File: config.mk
export PLATFORM = sky130hd
export DESIGN_NAME = turn_timer_ctrl_flat
export DESIGN_NICKNAME = d
export VERILOG_FILES = /design/src/rtl/turn_timer_ctrl_if.sv /design/src/rtl/turn_timer_ctrl.sv /design/src/flat_wrapper.sv
export SDC_FILE = /design/constraint.sdc
export NUM_CORES = 1
export LEC_CHECK = 0
export CORE_ASPECT_RATIO = 1.4
export CORE_MARGIN = 4
export CORE_UTILIZATION = 52
export DETAILED_ROUTE_END_ITERATION = 8
export DONT_BUFFER_PORTS = 1
export GPL_TIMING_DRIVEN = 0
export PLACE_DENSITY_LB_ADDON = 0.2
export SLEW_MARGIN = 0
export SYNTH_ARGS = -nofsm -noshare
export SYNTH_HDL_FRONTEND = slang
export SYNTH_SLANG_ARGS = --single-unit
File: constraint.sdc
create_clock -name CLOCK_50 -period 4.15 [get_ports CLOCK_50]
set_clock_uncertainty 0.1 [all_clocks]
set_input_delay 0.2075 -clock CLOCK_50 [delete_from_list [all_inputs] [get_ports CLOCK_50]]
set_output_delay 0.2075 -clock CLOCK_50 [all_outputs]
set_load 0.05 [all_outputs]
File: src/rtl/turn_timer_ctrl_if.sv
// turn_timer_ctrl_if: control pulses in, per-player display and status out.
// master drives the pulses (KEY/SW logic or bench); slave is the controller.
interface turn_timer_ctrl_if;
  logic [2:0] load_mins;
  logic       start;
  logic       swap;
  logic       pause;
  logic       abort;
  logic       active;
  logic [3:0] mins;
  logic [3:0] tens;
  logic [3:0] ones;
  logic       running;
  logic       expired;
  logic       loser;
  logic [1:0] state;

  modport master (
    output load_mins, start, swap, pause, abort,
    input  active, mins, tens, ones, running, expired, loser, state
  );

  modport slave (
    input  load_mins, start, swap, pause, abort,
    output active, mins, tens, ones, running, expired, loser, state
  );
endinterface

File: src/rtl/turn_timer_ctrl.sv
// turn_timer_ctrl: two-player chess-clock controller sharing one 1 Hz BCD
// countdown. Optional build macro TURN_TIMER_INCREMENT_EN adds INC_SECS to
// the outgoing player's budget on every accepted swap (saturating at 9:59).
module turn_timer_ctrl #(
  parameter int TICK_DIV = 50000000,
  parameter int INC_SECS = 5
) (
  input logic         CLOCK_50,
  input logic         resetn,
  turn_timer_ctrl_if.slave bus
);
  localparam int            CW   = $clog2(TICK_DIV);
  localparam logic [CW-1:0] LAST = CW'(TICK_DIV - 1);

  typedef enum logic [1:0] {IDLE = 2'd0, RUN = 2'd1, PAUSE = 2'd2, EXPD = 2'd3} st_t;

  // Budgets packed as {mins, tens, ones} BCD per player.
  st_t               st_q, st_d;
  logic [1:0][11:0]  bud_q, bud_d;
  logic              act_q, act_d;
  logic              los_q, los_d;
  logic [CW-1:0]     cnt_q, cnt_d;
  logic              tick;

  assign tick = (cnt_q == LAST);

  // One-second BCD decrement; 0:00 stays put (never reached while running).
  function automatic logic [11:0] bcd_dec(input logic [11:0] v);
    logic [3:0] m, t, o;
    m = v[11:8]; t = v[7:4]; o = v[3:0];
    if (o != 4'd0)      o = o - 4'd1;
    else if (t != 4'd0) begin t = t - 4'd1; o = 4'd9; end
    else if (m != 4'd0) begin m = m - 4'd1; t = 4'd5; o = 4'd9; end
    return {m, t, o};
  endfunction

  // Add INC_SECS with BCD carry, saturating at 9:59.
  function automatic logic [11:0] bcd_inc(input logic [11:0] v);
    logic [4:0] o;
    logic [3:0] m, t;
    m = v[11:8]; t = v[7:4];
    o = {1'b0, v[3:0]} + 5'(INC_SECS);
    if (o >= 5'd10) begin o = o - 5'd10; t = t + 4'd1; end
    if (t == 4'd6) begin
      t = 4'd0;
      if (m == 4'd9) return 12'h959;
      m = m + 4'd1;
    end
    return {m, t, o[3:0]};
  endfunction

  // State register: FSM plus budgets, active player, divider and loser.
  always_ff @(posedge CLOCK_50 or negedge resetn) begin
    if (!resetn) begin
      st_q  <= IDLE;
      bud_q <= '0;
      act_q <= 1'b0;
      los_q <= 1'b0;
      cnt_q <= '0;
    end else begin
      st_q  <= st_d;
      bud_q <= bud_d;
      act_q <= act_d;
      los_q <= los_d;
      cnt_q <= cnt_d;
    end
  end

  // Next-state: abort > start > tick > pause > swap.
  always_comb begin
    st_d  = st_q;
    bud_d = bud_q;
    act_d = act_q;
    los_d = los_q;
    cnt_d = cnt_q;
    if (bus.abort) begin
      st_d  = IDLE;
      act_d = 1'b0;
      cnt_d = '0;
    end else begin
      case (st_q)
        IDLE, EXPD: begin
          if (bus.start && bus.load_mins != 3'd0) begin
            bud_d[0] = {1'b0, bus.load_mins, 8'h00};
            bud_d[1] = {1'b0, bus.load_mins, 8'h00};
            act_d    = 1'b0;
            cnt_d    = '0;
            st_d     = RUN;
          end
        end
        RUN: begin
          cnt_d = tick ? '0 : cnt_q + 1'b1;
          if (tick) bud_d[act_q] = bcd_dec(bud_q[act_q]);
          // An expiring tick swallows any same-cycle pause or swap.
          if (tick && bud_d[act_q] == 12'h000) begin
            st_d  = EXPD;
            los_d = act_q;
          end else if (bus.pause) begin
            st_d = PAUSE;
          end else if (bus.swap) begin
`ifdef TURN_TIMER_INCREMENT_EN
            bud_d[act_q] = bcd_inc(bud_d[act_q]);
`endif
            act_d = ~act_q;
            cnt_d = '0;
          end
        end
        PAUSE: begin
          if (bus.pause) st_d = RUN;
        end
        default: st_d = IDLE;
      endcase
    end
  end

  // Outputs: active player's digits and state decode, all from registers.
  always_comb begin
    bus.active  = act_q;
    bus.mins    = bud_q[act_q][11:8];
    bus.tens    = bud_q[act_q][7:4];
    bus.ones    = bud_q[act_q][3:0];
    bus.running = (st_q == RUN);
    bus.expired = (st_q == EXPD);
    bus.loser   = los_q;
    bus.state   = st_q;
  end
endmodule

File: src/flat_wrapper.sv
// flat-port wrapper written by rule: the top's interface ports become plain ports
module turn_timer_ctrl_flat 
#(
  parameter int TICK_DIV = 50000000,
  parameter int INC_SECS = 5
)
  (CLOCK_50, resetn, bus_load_mins, bus_start, bus_swap, bus_pause, bus_abort, bus_active, bus_mins, bus_tens, bus_ones, bus_running, bus_expired, bus_loser, bus_state);
  turn_timer_ctrl_if bus_i ();
  input logic CLOCK_50;
  input logic resetn;
  input wire logic [$bits(bus_i.load_mins)-1:0] bus_load_mins;
  input wire logic [$bits(bus_i.start)-1:0] bus_start;
  input wire logic [$bits(bus_i.swap)-1:0] bus_swap;
  input wire logic [$bits(bus_i.pause)-1:0] bus_pause;
  input wire logic [$bits(bus_i.abort)-1:0] bus_abort;
  output wire logic [$bits(bus_i.active)-1:0] bus_active;
  output wire logic [$bits(bus_i.mins)-1:0] bus_mins;
  output wire logic [$bits(bus_i.tens)-1:0] bus_tens;
  output wire logic [$bits(bus_i.ones)-1:0] bus_ones;
  output wire logic [$bits(bus_i.running)-1:0] bus_running;
  output wire logic [$bits(bus_i.expired)-1:0] bus_expired;
  output wire logic [$bits(bus_i.loser)-1:0] bus_loser;
  output wire logic [$bits(bus_i.state)-1:0] bus_state;
  assign bus_i.load_mins = bus_load_mins;
  assign bus_i.start = bus_start;
  assign bus_i.swap = bus_swap;
  assign bus_i.pause = bus_pause;
  assign bus_i.abort = bus_abort;
  assign bus_active = bus_i.active;
  assign bus_mins = bus_i.mins;
  assign bus_tens = bus_i.tens;
  assign bus_ones = bus_i.ones;
  assign bus_running = bus_i.running;
  assign bus_expired = bus_i.expired;
  assign bus_loser = bus_i.loser;
  assign bus_state = bus_i.state;
  turn_timer_ctrl #(.TICK_DIV(TICK_DIV), .INC_SECS(INC_SECS)) u_core (.CLOCK_50(CLOCK_50), .resetn(resetn), .bus(bus_i));
endmodule
==> results <==
- The synthesized netlist devotes 20.5% of its cell area to compound gates.
- The type of the most critical hold path is primary input to flip-flop.
- The cell with the most instances on the worst path is buf_8.
- In the final design database the tool counted 446 nets.
- The leading register cell type out of synthesis is dfrtp_1.
- The depth of the CTS H-tree is 2.
- The fmax is 0.249 GHz.
- Counting distinct cell types in the post-synthesis netlist gives 61.
- For this run, asynchronously set or reset flops after synthesis account for 100%.
- The number of DRC violations after detailed-routing iteration 0 is 189.
- The initial antenna violation count is 0.
- The largest net degree at the start of global routing is 55.
- STA puts the critical path data arrival time at 4150 ps.
- The initial utilization of the core area, before any placement, comes to 53.2%.
- The clock slew seen by the registers of the worst setup and hold paths is 110 ps.
- The area growth from synthesis to layout is 11.3%.
- In this run the static leakage power is around 1.6 nW.
- In the synthesized netlist, mux cells make up 5.47% of the area.
- The final number of setup-violating endpoints is 0.
- The category of the critical setup timing path is flip-flop to flip-flop.
- The floorplan step defined a die boundary enclosing 8120 um^2.
- The final hold violation count is 0.
- The synthesized netlist net count is between 400 and 500.
- Yosys attributes the largest share of cell area to dfrtp_1, o21ai_0, nand2_1, nor2_1, a21oi_1.
- STA puts the critical path data required time at 4290 ps.
- Across the run, the number of max-cap violations was 0.
- The hold path startpoint is bus_pause.
- The register bit count reported by yosys is 54.
- Summed over all nets, the half-perimeter wirelength after detailed placement is 6800 um.
- In this run, CTS created clock tree buffers numbering 5.
- Clock latency on the worst-skew pair, taken at its later pin, is 320 ps.
- The congestion estimate from routability-driven global placement came to 0.884.
- After filler insertion, the fill cell instance count of the layout stands at 582.
- The delay of the slowest critical-path stage is 620 ps.
- The synthesized netlist occupies a cell area of 3500 um^2.
- The number of flops mapped to enable cells by yosys is 0.
- The fraction of post-synthesis cell area in the top cell type by area is 38.6%.
- The register-to-register setup slack is ~140 ps.
- For the worst flop-to-flop path, the logic depth is 14.
- Summed over all layers, the routed wires come to 9430 um.
- The count of pins over their slew limit was 0.
- After technology mapping, the gate count stands at between 400 and 500.
- By count the netlist is led by nand2_1, dfrtp_1, o21ai_0.
- Dividing the detail-routed via count by the number of cells gives 6.49.
- The simple-gate area share of the yosys netlist is between 20% and 30%.
- The total overflow left after global routing is 0.
- The number of I/O port buffers is 0.
- At the end of the flow the core is filled with cells to 59.2%.
- Along the worst hold path, the cell count comes to 3.
- The final cycle utilization of the critical path is 96.7%.
- In the routed design, unresolved DRC markers number 0.
- The number of detailed-route iterations in the first pass is 5.
- The row count is 35.
- The main combinational cell family by area after synthesis is simple AND/OR/NAND/NOR gates.
- The biggest area consumer among synthesized cells is dfrtp_1.
- By instance count, the leading cell after synthesis is nand2_1.
- The total vias in the final route is 3,272.
- The maximum fanout count along the critical path is 10.
- The relative slew slack is 41.4%.
- The signal on the critical path passes through buf_8, buf_6, buf_8, mux2_4, inv_4, ha_1, and4bb_2, o21ai_4, or2_4, a221o_1, o31a_1, o21a_2, or4_1, o211ai_1.
- Power spread over the standard cell area amounts to 385 nW/um^2.
- For hold timing, the worst endpoint is u_core.bus.state[1].
- TritonCTS built the clock tree.
- STA classifies the critical path endpoint as a flip-flop.
- For the pin with the worst max-slew slack, the measured transition is about 870 ps.
- The antenna diode count is 0.
- The die is ~77 um wide.
- The Yosys step of the flow raised 0 warnings.
- The via count of the first global-routing pass is 3,185.
- Together, buffers and inverters on the worst path number 4.
- The kind of start point of the critical path is a flip-flop.
- The clock tree root buffer cell is clkbuf_8.
- Global routing used 23.1% of the available tracks.
- After Yosys synthesis, full adders, half adders and majority gates account for 2.86% of the synthesized area.
- No sink is reached through more buffers than the 2 on the longest clock path.
- Dividing the detail-routed wire length by the instance count gives 18.7 um.
- The slowest library cell on the worst path is dfrtp_4.
- Counting every sink on the clock net gives 54.
- In this run the vertical extent of the chip is 105 um.
- The post-route antenna net violation count is 0.
- The worst-case IR drop observed on VDD is 0.180 mV.
- The overall power after layout is roughly 1.5 mW.
- The first-pass GRT wire length is 15,000 um.
- The run finished with clean final reports.
- The worst register-to-register path ends at u_core.bus.state[1].
- For this run, the register share of the synthesized area comes to 38.6%.
- The kind of cell with the highest combined delay on the critical path is simple AND/OR/NAND/NOR gates.
- The core region is 6570 um^2.
- After Yosys synthesis, XOR and XNOR cells account for 1.75% of the synthesized area.
- Cells with a size suffix above 1 make up 10.5% of the layout.
- The startpoint of the lowest-slack register-to-register path is u_core.bus.active.
- The clock period minus worst slack is 4010 ps.
- Each instance of the synthesized netlist takes up on average ~8.5 um^2.
- During I/O placement, the number of pins put on the boundary was 27.
[per-stage QoR]
stage / hold slack [ps] / setup slack, ps / TNS, ps / std cells / area [um^2]
floorplan: -188 / 176 / 0 / 412 / 3500
global placement: -186 / -379 / -1080 / 486 / 3590
detailed placement: -186 / -433 / -1340 / 486 / 3590
CTS: 1.21 / 15.5 / 0 / 502 / 3810
global route: 18.9 / -12.8 / -12.8 / 504 / 3890
finish: 9.09 / 139 / 0 / 504 / 3890
[layout by cell type, fill, tap and decap left out, types with 4 or more instances in the layout]
cell | netlist | layout
a21oi_1 | 20 | 20
a22o_1 | 4 | 4
and3_1 | 10 | 10
clkbuf_1 | 9 | 10
clkbuf_8 | 0 | 5
dfrtp_1 | 54 | 53
dlygate4sd3_1 | 0 | 5
ha_1 | 8 | 8
inv_1 | 16 | 15
mux2_2 | 7 | 4
mux2i_1 | 9 | 9
nand2_1 | 66 | 66
nand3_1 | 13 | 13
nand4_1 | 10 | 10
nor2_1 | 27 | 26
nor3_1 | 14 | 13
nor4_1 | 7 | 5
o211ai_1 | 8 | 8
o21ai_0 | 52 | 52
o31ai_1 | 4 | 4
xor2_1 | 4 | 4
[area by class of cell]
class | instances | area (um^2) | area share (%)
repair buffers | 10 | 111 | 2.86
well taps | 74 | 92.6 | 2.38
multi-input cells | 329 | 2080 | 53.5
flip-flops and latches | 54 | 1360 | 34.8
clock inverters | 2 | 37.5 | 0.965
clock buffers | 6 | 72.6 | 1.86
inverters | 17 | 66.3 | 1.70
plain buffers | 12 | 75.1 | 1.93
[worst max-delay path by stage]
stage                       from             endpoint  slack (ps)  cells after the start
3_5_place_dp   u_core.bus.active    u_core.bus.active        -430                     14
2_1_floorplan  u_core.bus.active  u_core.bus.state[1]         180                     14
4_1_cts        u_core.bus.active  u_core.bus.state[1]          20                     15
5_1_grt        u_core.bus.active  u_core.bus.state[1]         -10                     13
6_report       u_core.bus.active  u_core.bus.state[1]         140                     14
3_3_place_gp   u_core.bus.active    u_core.bus.active        -380                     14
[layer usage]
| metal | vias to the layer above | routed length, um | global-route usage, % | part of all wire, % |
|---|---|---|---|---|
| li1 | 1549 | - | - | - |
| met1 | 1593 | 3690 | 25.3 | 39 |
| met2 | 99 | 5050 | 42.1 | 54 |
| met3 | 31 | 330 | 3.02 | 3.5 |
| met4 | 0 | 367 | 13.2 | 3.9 |
| met5 | - | 0 | 0 | 0 |
[cell families after synthesis]
family          after synthesis
buf+inv                      29
flops                        54
compound gates              116
xor+xnor                      7
fa+ha+maj                     8
simple gates                180
mux                          18
[flip-flops by register name, indices dropped and copies added (netlist names)]
signal,cells
u_core.cnt_q,26
u_core.bud_q,24
u_core.bus.state,2
u_core.bus.active,1
u_core.bus.loser,1
[worst reg2reg max path, cell delays in order, from the launching register on]
cell and delay, ps:
dfrtp_4 620, buf_8 180, buf_6 150, buf_8 150
mux2_4 400, inv_4 90, ha_1 160, and4bb_2 350
o21ai_4 120, or2_4 270, a221o_1 300, o31a_1 300
o21a_2 160, or4_1 480, o211ai_1 110
[repair_timing]
| action | 4_1_cts | 5_1_grt |
|---|---|---|
| hold buffers | 6 | 0 |
| endpoints found under the setup margin | 5 | 3 |
| resized for setup | 5 | 15 |
| pin swaps | 0 | 2 |
| endpoints found under the hold margin | 62 | 0 |
| buffers inserted | 2 | 2 |
[report_power, final]
| group | switching [mW] | internal, mW | total (mW) | leakage (nW) |
|---|---|---|---|---|
| registers | 0.0489 | 0.554 | 0.602 | 0.743 |
| clock network | 0.181 | 0.180 | 0.361 | 0.0514 |
| logic | 0.362 | 0.173 | 0.535 | 0.822 |
(Power assumes the default switching activity.)
